==> src/rtl/gpio_pkg.sv <==
// Shared register map and CTRL layout for the GPIO port controller.
package gpio_pkg;

    localparam logic [2:0] GPIO_OFS_OUT_LO  = 3'd0;
    localparam logic [2:0] GPIO_OFS_OUT_HI  = 3'd1;
    localparam logic [2:0] GPIO_OFS_CTRL    = 3'd2;
    localparam logic [2:0] GPIO_OFS_IN_LO   = 3'd3;
    localparam logic [2:0] GPIO_OFS_IN_HI   = 3'd4;
    localparam logic [2:0] GPIO_OFS_EDGE_LO = 3'd5;
    localparam logic [2:0] GPIO_OFS_EDGE_HI = 3'd6;
    localparam logic [2:0] GPIO_OFS_RSVD    = 3'd7;

    localparam int GPIO_CTRL_T        = 0;
    localparam int GPIO_CTRL_IRQ_EN   = 1;
    localparam int GPIO_CTRL_ANY_EDGE = 2;

    localparam logic [7:0] GPIO_CTRL_RST = 8'h01;

    // W1C mask for a write to one of the EDGE registers; zero for any other offset.
    function automatic logic [15:0] gpio_w1c_mask(input logic [2:0] ofs, input logic [7:0] dat);
        logic [15:0] m;
        m = '0;
        if (ofs == GPIO_OFS_EDGE_LO) m = {8'h00, dat};
        if (ofs == GPIO_OFS_EDGE_HI) m = {dat, 8'h00};
        return m;
    endfunction

endpackage

==> src/rtl/gpio_port_ctrl_if.sv <==
// KCPSM port bus: the CPU side is the master, the GPIO register block the slave.
interface gpio_port_ctrl_if;
    logic [7:0] port_id;
    logic       write_strobe;
    logic       read_strobe;
    logic [7:0] out_port;
    logic [7:0] in_port;
    logic       interrupt;

    modport master (output port_id, write_strobe, read_strobe, out_port,
                    input  in_port, interrupt);
    modport slave  (input  port_id, write_strobe, read_strobe, out_port,
                    output in_port, interrupt);
endinterface

==> src/rtl/gpio_sync_edge.sv <==
// 2-flop pin synchronizer; with GPIO_EDGE_IRQ_EN also prev register, priming counter and edge detect.
// sync is 2 cycles behind the pins; edge_det is combinational on sync vs prev.
module gpio_sync_edge (
    input  logic        clk,
    input  logic        reset,
    input  logic [15:0] pins,
    output logic [15:0] sync
`ifdef GPIO_EDGE_IRQ_EN
    ,
    input  logic        any_edge,
    output logic [15:0] edge_det
`endif
);

    logic [15:0] meta_q, meta_d;
    logic [15:0] sync_q, sync_d;

    always_comb begin
        meta_d = pins;
        sync_d = meta_q;
    end

    always_ff @(posedge clk or posedge reset) begin
        if (reset) begin
            meta_q <= '0;
            sync_q <= '0;
        end else begin
            meta_q <= meta_d;
            sync_q <= sync_d;
        end
    end

    assign sync = sync_q;

`ifdef GPIO_EDGE_IRQ_EN
    logic [15:0] prev_q, prev_d;
    logic [1:0]  cnt_q, cnt_d;
    logic        primed_q, primed_d;
    logic [15:0] raw_edge;

    // primed rises on the third edge after reset, when prev finally holds real pin data.
    always_comb begin
        prev_d   = sync_q;
        cnt_d    = cnt_q;
        primed_d = primed_q;
        if (!primed_q) begin
            cnt_d    = cnt_q + 2'd1;
            primed_d = (cnt_q == 2'd2);
        end
        raw_edge = any_edge ? (sync_q ^ prev_q) : (sync_q & ~prev_q);
        edge_det = primed_q ? raw_edge : '0;
    end

    always_ff @(posedge clk or posedge reset) begin
        if (reset) begin
            prev_q   <= '0;
            cnt_q    <= '0;
            primed_q <= 1'b0;
        end else begin
            prev_q   <= prev_d;
            cnt_q    <= cnt_d;
            primed_q <= primed_d;
        end
    end
`endif

endmodule

==> src/rtl/gpio_port_ctrl.sv <==
// KCPSM port-mapped controller for a 16-bit tristate pin buffer; edge flags and interrupt only with GPIO_EDGE_IRQ_EN.
// in_port is registered (1 cycle after port_id); writes take effect on the strobe edge; no backpressure.
module gpio_port_ctrl
    import gpio_pkg::*;
#(
    parameter logic [7:0] BASE_ADDR = 8'h10
) (
    input  logic             clk,
    input  logic             reset,
    gpio_port_ctrl_if.slave  bus,
    output logic [15:0]      gpio_i,
    output logic             gpio_t,
    input  logic [15:0]      gpio_o
);

`ifdef GPIO_EDGE_IRQ_EN
    localparam logic [7:0] CTRL_WMASK = 8'h07;
`else
    localparam logic [7:0] CTRL_WMASK = 8'h01;
`endif

    logic        hit, wr, rd_lo;
    logic [2:0]  ofs;
    logic [15:0] sync;

    logic [7:0]  lo_q, lo_d;
    logic [15:0] gpio_i_q, gpio_i_d;
    logic [7:0]  ctrl_q, ctrl_d;
    logic [7:0]  hi_snap_q, hi_snap_d;
    logic [7:0]  in_port_q, in_port_d;

    assign hit   = (bus.port_id[7:3] == BASE_ADDR[7:3]);
    assign ofs   = bus.port_id[2:0];
    assign wr    = bus.write_strobe & hit;
    assign rd_lo = bus.read_strobe & hit & (ofs == GPIO_OFS_IN_LO);

`ifdef GPIO_EDGE_IRQ_EN
    logic [15:0] edge_det;
    logic [15:0] flags_q, flags_d;
    logic        irq_q, irq_d;
    logic [15:0] clr_mask;

    gpio_sync_edge u_sync (
        .clk      (clk),
        .reset    (reset),
        .pins     (gpio_o),
        .sync     (sync),
        .any_edge (ctrl_q[GPIO_CTRL_ANY_EDGE]),
        .edge_det (edge_det)
    );

    // Set beats clear when a new edge and a W1C hit the same bit together.
    always_comb begin
        clr_mask = wr ? gpio_w1c_mask(ofs, bus.out_port) : '0;
        flags_d  = (flags_q & ~clr_mask) | edge_det;
        irq_d    = ctrl_q[GPIO_CTRL_IRQ_EN] & (|flags_q);
    end

    always_ff @(posedge clk or posedge reset) begin
        if (reset) begin
            flags_q <= '0;
            irq_q   <= 1'b0;
        end else begin
            flags_q <= flags_d;
            irq_q   <= irq_d;
        end
    end

    assign bus.interrupt = irq_q;
`else
    gpio_sync_edge u_sync (
        .clk   (clk),
        .reset (reset),
        .pins  (gpio_o),
        .sync  (sync)
    );

    assign bus.interrupt = 1'b0;
`endif

    always_comb begin
        lo_d      = lo_q;
        gpio_i_d  = gpio_i_q;
        ctrl_d    = ctrl_q;
        hi_snap_d = hi_snap_q;
        in_port_d = '0;

        // OUT_HI commits both bytes at once so the pins never show a half-updated word.
        if (wr) begin
            case (ofs)
                GPIO_OFS_OUT_LO: lo_d     = bus.out_port;
                GPIO_OFS_OUT_HI: gpio_i_d = {bus.out_port, lo_q};
                GPIO_OFS_CTRL:   ctrl_d   = bus.out_port & CTRL_WMASK;
                default: ;
            endcase
        end

        if (rd_lo) hi_snap_d = sync[15:8];

        if (hit) begin
            case (ofs)
                GPIO_OFS_OUT_LO:  in_port_d = lo_q;
                GPIO_OFS_OUT_HI:  in_port_d = gpio_i_q[15:8];
                GPIO_OFS_CTRL:    in_port_d = ctrl_q;
                GPIO_OFS_IN_LO:   in_port_d = sync[7:0];
                GPIO_OFS_IN_HI:   in_port_d = hi_snap_q;
`ifdef GPIO_EDGE_IRQ_EN
                GPIO_OFS_EDGE_LO: in_port_d = flags_q[7:0];
                GPIO_OFS_EDGE_HI: in_port_d = flags_q[15:8];
`endif
                default:          in_port_d = '0;
            endcase
        end
    end

    always_ff @(posedge clk or posedge reset) begin
        if (reset) begin
            lo_q      <= '0;
            gpio_i_q  <= '0;
            ctrl_q    <= GPIO_CTRL_RST;
            hi_snap_q <= '0;
            in_port_q <= '0;
        end else begin
            lo_q      <= lo_d;
            gpio_i_q  <= gpio_i_d;
            ctrl_q    <= ctrl_d;
            hi_snap_q <= hi_snap_d;
            in_port_q <= in_port_d;
        end
    end

    assign gpio_i      = gpio_i_q;
    assign gpio_t      = ctrl_q[GPIO_CTRL_T];
    assign bus.in_port = in_port_q;

endmodule

==> src/flat_wrapper.sv <==
// flat-port wrapper written by rule: the top's interface ports become plain ports
module gpio_port_ctrl_flat import gpio_pkg::*;
#(
    parameter logic [7:0] BASE_ADDR = 8'h10
)
  (clk, reset, gpio_i, gpio_t, gpio_o, bus_port_id, bus_write_strobe, bus_read_strobe, bus_out_port, bus_in_port, bus_interrupt);
  gpio_port_ctrl_if bus_i ();
  input  logic clk;
  input  logic reset;
  output logic [15:0] gpio_i;
  output logic gpio_t;
  input  logic [15:0] gpio_o;
  input wire logic [$bits(bus_i.port_id)-1:0] bus_port_id;
  input wire logic [$bits(bus_i.write_strobe)-1:0] bus_write_strobe;
  input wire logic [$bits(bus_i.read_strobe)-1:0] bus_read_strobe;
  input wire logic [$bits(bus_i.out_port)-1:0] bus_out_port;
  output wire logic [$bits(bus_i.in_port)-1:0] bus_in_port;
  output wire logic [$bits(bus_i.interrupt)-1:0] bus_interrupt;
  assign bus_i.port_id = bus_port_id;
  assign bus_i.write_strobe = bus_write_strobe;
  assign bus_i.read_strobe = bus_read_strobe;
  assign bus_i.out_port = bus_out_port;
  assign bus_in_port = bus_i.in_port;
  assign bus_interrupt = bus_i.interrupt;
  gpio_port_ctrl #(.BASE_ADDR(BASE_ADDR)) u_core (.clk(clk), .reset(reset), .bus(bus_i), .gpio_i(gpio_i), .gpio_t(gpio_t), .gpio_o(gpio_o));
endmodule
==> config.mk <==
export PLATFORM = sky130hd
export DESIGN_NAME = gpio_port_ctrl_flat
export DESIGN_NICKNAME = d
export VERILOG_FILES = /design/src/rtl/gpio_pkg.sv /design/src/rtl/gpio_port_ctrl_if.sv /design/src/rtl/gpio_sync_edge.sv /design/src/rtl/gpio_port_ctrl.sv /design/src/flat_wrapper.sv
export SDC_FILE = /design/constraint.sdc
export NUM_CORES = 1
export LEC_CHECK = 0
export ABC_CLOCK_PERIOD_IN_PS = 2700
export CAP_MARGIN = 15
export CORE_MARGIN = 1.5
export CORE_UTILIZATION = 49
export CTS_CLUSTER_DIAMETER = 50
export DETAILED_ROUTE_END_ITERATION = 8
export PLACE_DENSITY = 0.79
export SETUP_SLACK_MARGIN = 0.05
export SLEW_MARGIN = 0
export SYNTH_ARGS = -nofsm -noshare
export SYNTH_HDL_FRONTEND = slang
export SYNTH_SLANG_ARGS = --single-unit
export TNS_END_PERCENT = 20
==> constraint.sdc <==
create_clock -name clk -period 2.7 [get_ports clk]
set_input_delay 0.405 -clock clk [delete_from_list [all_inputs] [get_ports clk]]
set_output_delay 0.405 -clock clk [all_outputs]
set_load 0.1 [all_outputs]
==> summary.txt <==
STA
  • Least-Margin Pin Slew: 509 ps
  • Crit share post-route: 0.712
  • Crit path time final: 1920 ps
  • Setup TNS: 0 ps
  • Hold slack final: 349 ps
  • Final setup slack of the worst path: 779 ps
  • FMAX: 0.521 GHz
  • RSZ-0062 raised after global routing: false
  • Relative slew slack: 0.661
  • Final Skew: 5.28 ps
  • Finish-stage setup viols: 0
  • Final Max Slew Viols: 0
  • Hold Fails Final Rpt: 0

Die
  • Die Span Y: 76.8 µm
  • Die Wd: 76.8 µm
  • Die area: 0.00590 mm²
  • # IOs: 62
  • Core box area: 0.00517 mm²
  • Std cell rows: 26
  • Initial Util: 0.516

GRT
  • Vias in the first global route: 1545
  • Total Routing Usage GR: 0.180
  • GRT overflow: 0
  • Antenna violations before repair: 0
  • First-pass GRT wire length: 7820 µm
  • Largest net degree at the start of global routing: 43

Synthesis
  • Synth unique cells: 28
  • Syn Nets: 196
  • Mean Syn Cell Area: 16.7 µm²
  • Post-Synthesis Cells: 160
  • Post-Syn Area: 0.00267 mm²
  • Post-synthesis register bit count: 73
  • Syn. warnings: 0
  • Sequential area share after synthesis: 0.684

Finish
  • Nets: 265
  • Commonest non-fill, non-tap cells in the layout: dfrtp_1, clkdlybuf4s50_1, buf_4
  • Design Area, Final: 0.00350 mm²
  • Most common cell after layout, fill and taps aside: dfrtp_1
  • Area growth from synthesis to layout: 31.0%
  • Layout cells sized above 1: 0.355
  • N_diodes: 0

CTS
  • Reg clk slew, reported paths: 70 ps
  • H-tree level count: 3
  • # hold bufs at CTS: 0
  • CTS resizes: 0
  • Post-CTS Setup Inserts: 0
  • Clock sink total: 73
  • Cts bufs inserted: 9
  • CTS max path bufs: 2
  • Clk_lat worst skew: 330 ps
  • TritonCTS clock tree: yes
  • Clk Tree Root Cell: clkbuf_8

Worst setup path
  • CP required: 2920 ps
  • Largest stage delay on the critical path: 450 ps
  • Critical Path AT: 2140 ps
  • Crit. End Element: flip-flop
  • CP startpoint kind: input port
  • Critical path type: input port to flip-flop
  • Slowest-stage cell, CP: nand4b_4
  • Critical-path cell list: clkdlybuf4s50_1, nor3b_2, nand4b_4, mux2_4
  • Worst r2r src: u_core.ctrl_q[0]
  • CP Max Fanout: 16
  • FF-to-FF setup slack: 1440 ps
  • Crit Reg-Reg Endpoint: u_core.bus.in_port[0]
  • R2R depth: 3

Place
  • RePlAce Congestion: 0.730
  • Placed Instance Area: 0.00329 mm²
  • PortBufs: 60
  • Hpwl dp: 3220 µm
  • Pre-CTS setup slack: 421 ps

Route
  • Post-Route WL: 4800 µm
  • Detail Route Antenna Nets: 0
  • DRC: 0
  • Initial DRC count: 52
  • DRT Pass-1 Iters: 4
  • Vias per cell: 4.96
  • Vias: 1507
  • Routed wire per std cell: 15.8 µm

Pwr
  • Internal Power: 0.00173 W
  • Comb power frac: 0.097
  • Clock network power share: 0.384
  • Seq pwr share: 0.519
  • Leakage power: 1.72 nW
  • Net Switching: 0.000499 W
  • PwrDens: 637 mW/mm²
  • Switching Share: 0.224
  • Max VDD drop: 369 µV

Worst hold path
  • Hold Crit Start: u_core.u_sync.meta_q[0]
  • Hold Path Depth: 0
  • Worst hold endpoint: u_core.u_sync.sync[0]
  • HP Class: flip-flop to flip-flop

Job
  • Number of max-cap violations: 0

Run status
  • Status: finished clean
==> how the worst max path moves through the flow <==
stage | from | end | slack (ps)
final | bus_port_id[3] | u_core.gpio_i[13] | 780
after global routing | bus_port_id[4] | u_core.gpio_i[13] | 720
after CTS | bus_port_id[3] | u_core.gpio_i[13] | 780
after detailed placement | bus_port_id[4] | u_core.gpio_i[11] | 420
after global placement | bus_port_id[2] | u_core.hi_snap_q[2] | 470
after floorplan | reset | u_core.bus.in_port[0] | 440
==> critical path: cells and delay by family <==
kind	cells	cell delay, ps
and+or+nand+nor	2	880
muxes	1	440
buffers and inverters	1	410
==> cells in the mapped netlist (all sizes together) <==
cell type  number  area share
dfrtp          72        0.67
mux2           33        0.15
mux2i          15       0.056
nor2            9       0.013
o22a            7       0.023
buf             4       0.010
clkbuf          2      0.0028
nand2b          2      0.0047
nand3           2      0.0056
nand4b          2       0.012
nor3b           2      0.0075
a211o           1      0.0033
a21oi           1      0.0019
a221oi          1      0.0033
and4b           1      0.0037
conb            1      0.0014
dfstp           1      0.0098
inv             1      0.0014
nand2           1      0.0014
nor4b           1      0.0089
or2             1      0.0023
==> power by group through the flow <==
stage | logic, W | clock network (W) | registers [W]
3_3_place_gp | 0.000214 | 0 | 0.00118
6_report | 0.000216 | 0.000858 | 0.00116
4_1_cts | 0.000219 | 0.000881 | 0.00116
2_1_floorplan | 0.0000792 | 0 | 0.00122
3_5_place_dp | 0.000217 | 0 | 0.00118
5_1_grt | 0.000229 | 0.000933 | 0.00116
==> flip-flops by register name, summed over array words and instances, names as in the netlist <==
name	count
u_core.gpio_i	16
u_core.u_sync.meta_q	16
u_core.u_sync.sync	16
u_core.bus.in_port	8
u_core.hi_snap_q	8
u_core.lo_q	8
u_core.ctrl_q	1
==> stage by stage <==
step / util / power (W) / std cells
floorplan: - / 0.00130 / 160
global placement: 0.636 / 0.00139 / 288
detailed placement: 0.636 / 0.00140 / 288
CTS: 0.677 / 0.00226 / 304
global route: 0.677 / 0.00232 / 304
finish: 0.677 / 0.00223 / 304
==> final cells by class <==
cell class / count / area [µm²]
timing repair buffer: 64 / 568
fill: 375 / 1670
clock buffer: 14 / 173
multi-input combinational: 80 / 805
tap: 70 / 87.6
inverter: 1 / 3.75
clock inverter: 2 / 35.0
sequential: 73 / 1830
==> routing by layer <==
metal / track usage / share of wire / up-vias
met5: 0 / 0 / -
met4: 0.102 / 0.0077 / 0
met3: 0.0405 / 0.059 / 4
met2: 0.261 / 0.48 / 59
met1: 0.249 / 0.46 / 744
li1: - / - / 700
==> logic make-up after synthesis <==
| kind of cell | share of synthesized area |
|---|---|
| DFF | 0.684 |
| muxes | 0.209 |
| and+or+nand+nor | 0.0590 |
| AOI/OAI and AO/OA | 0.0314 |
| buffers and inverters | 0.0145 |
| other | 0.00140 |
Power figures use the tool's default switching activity.
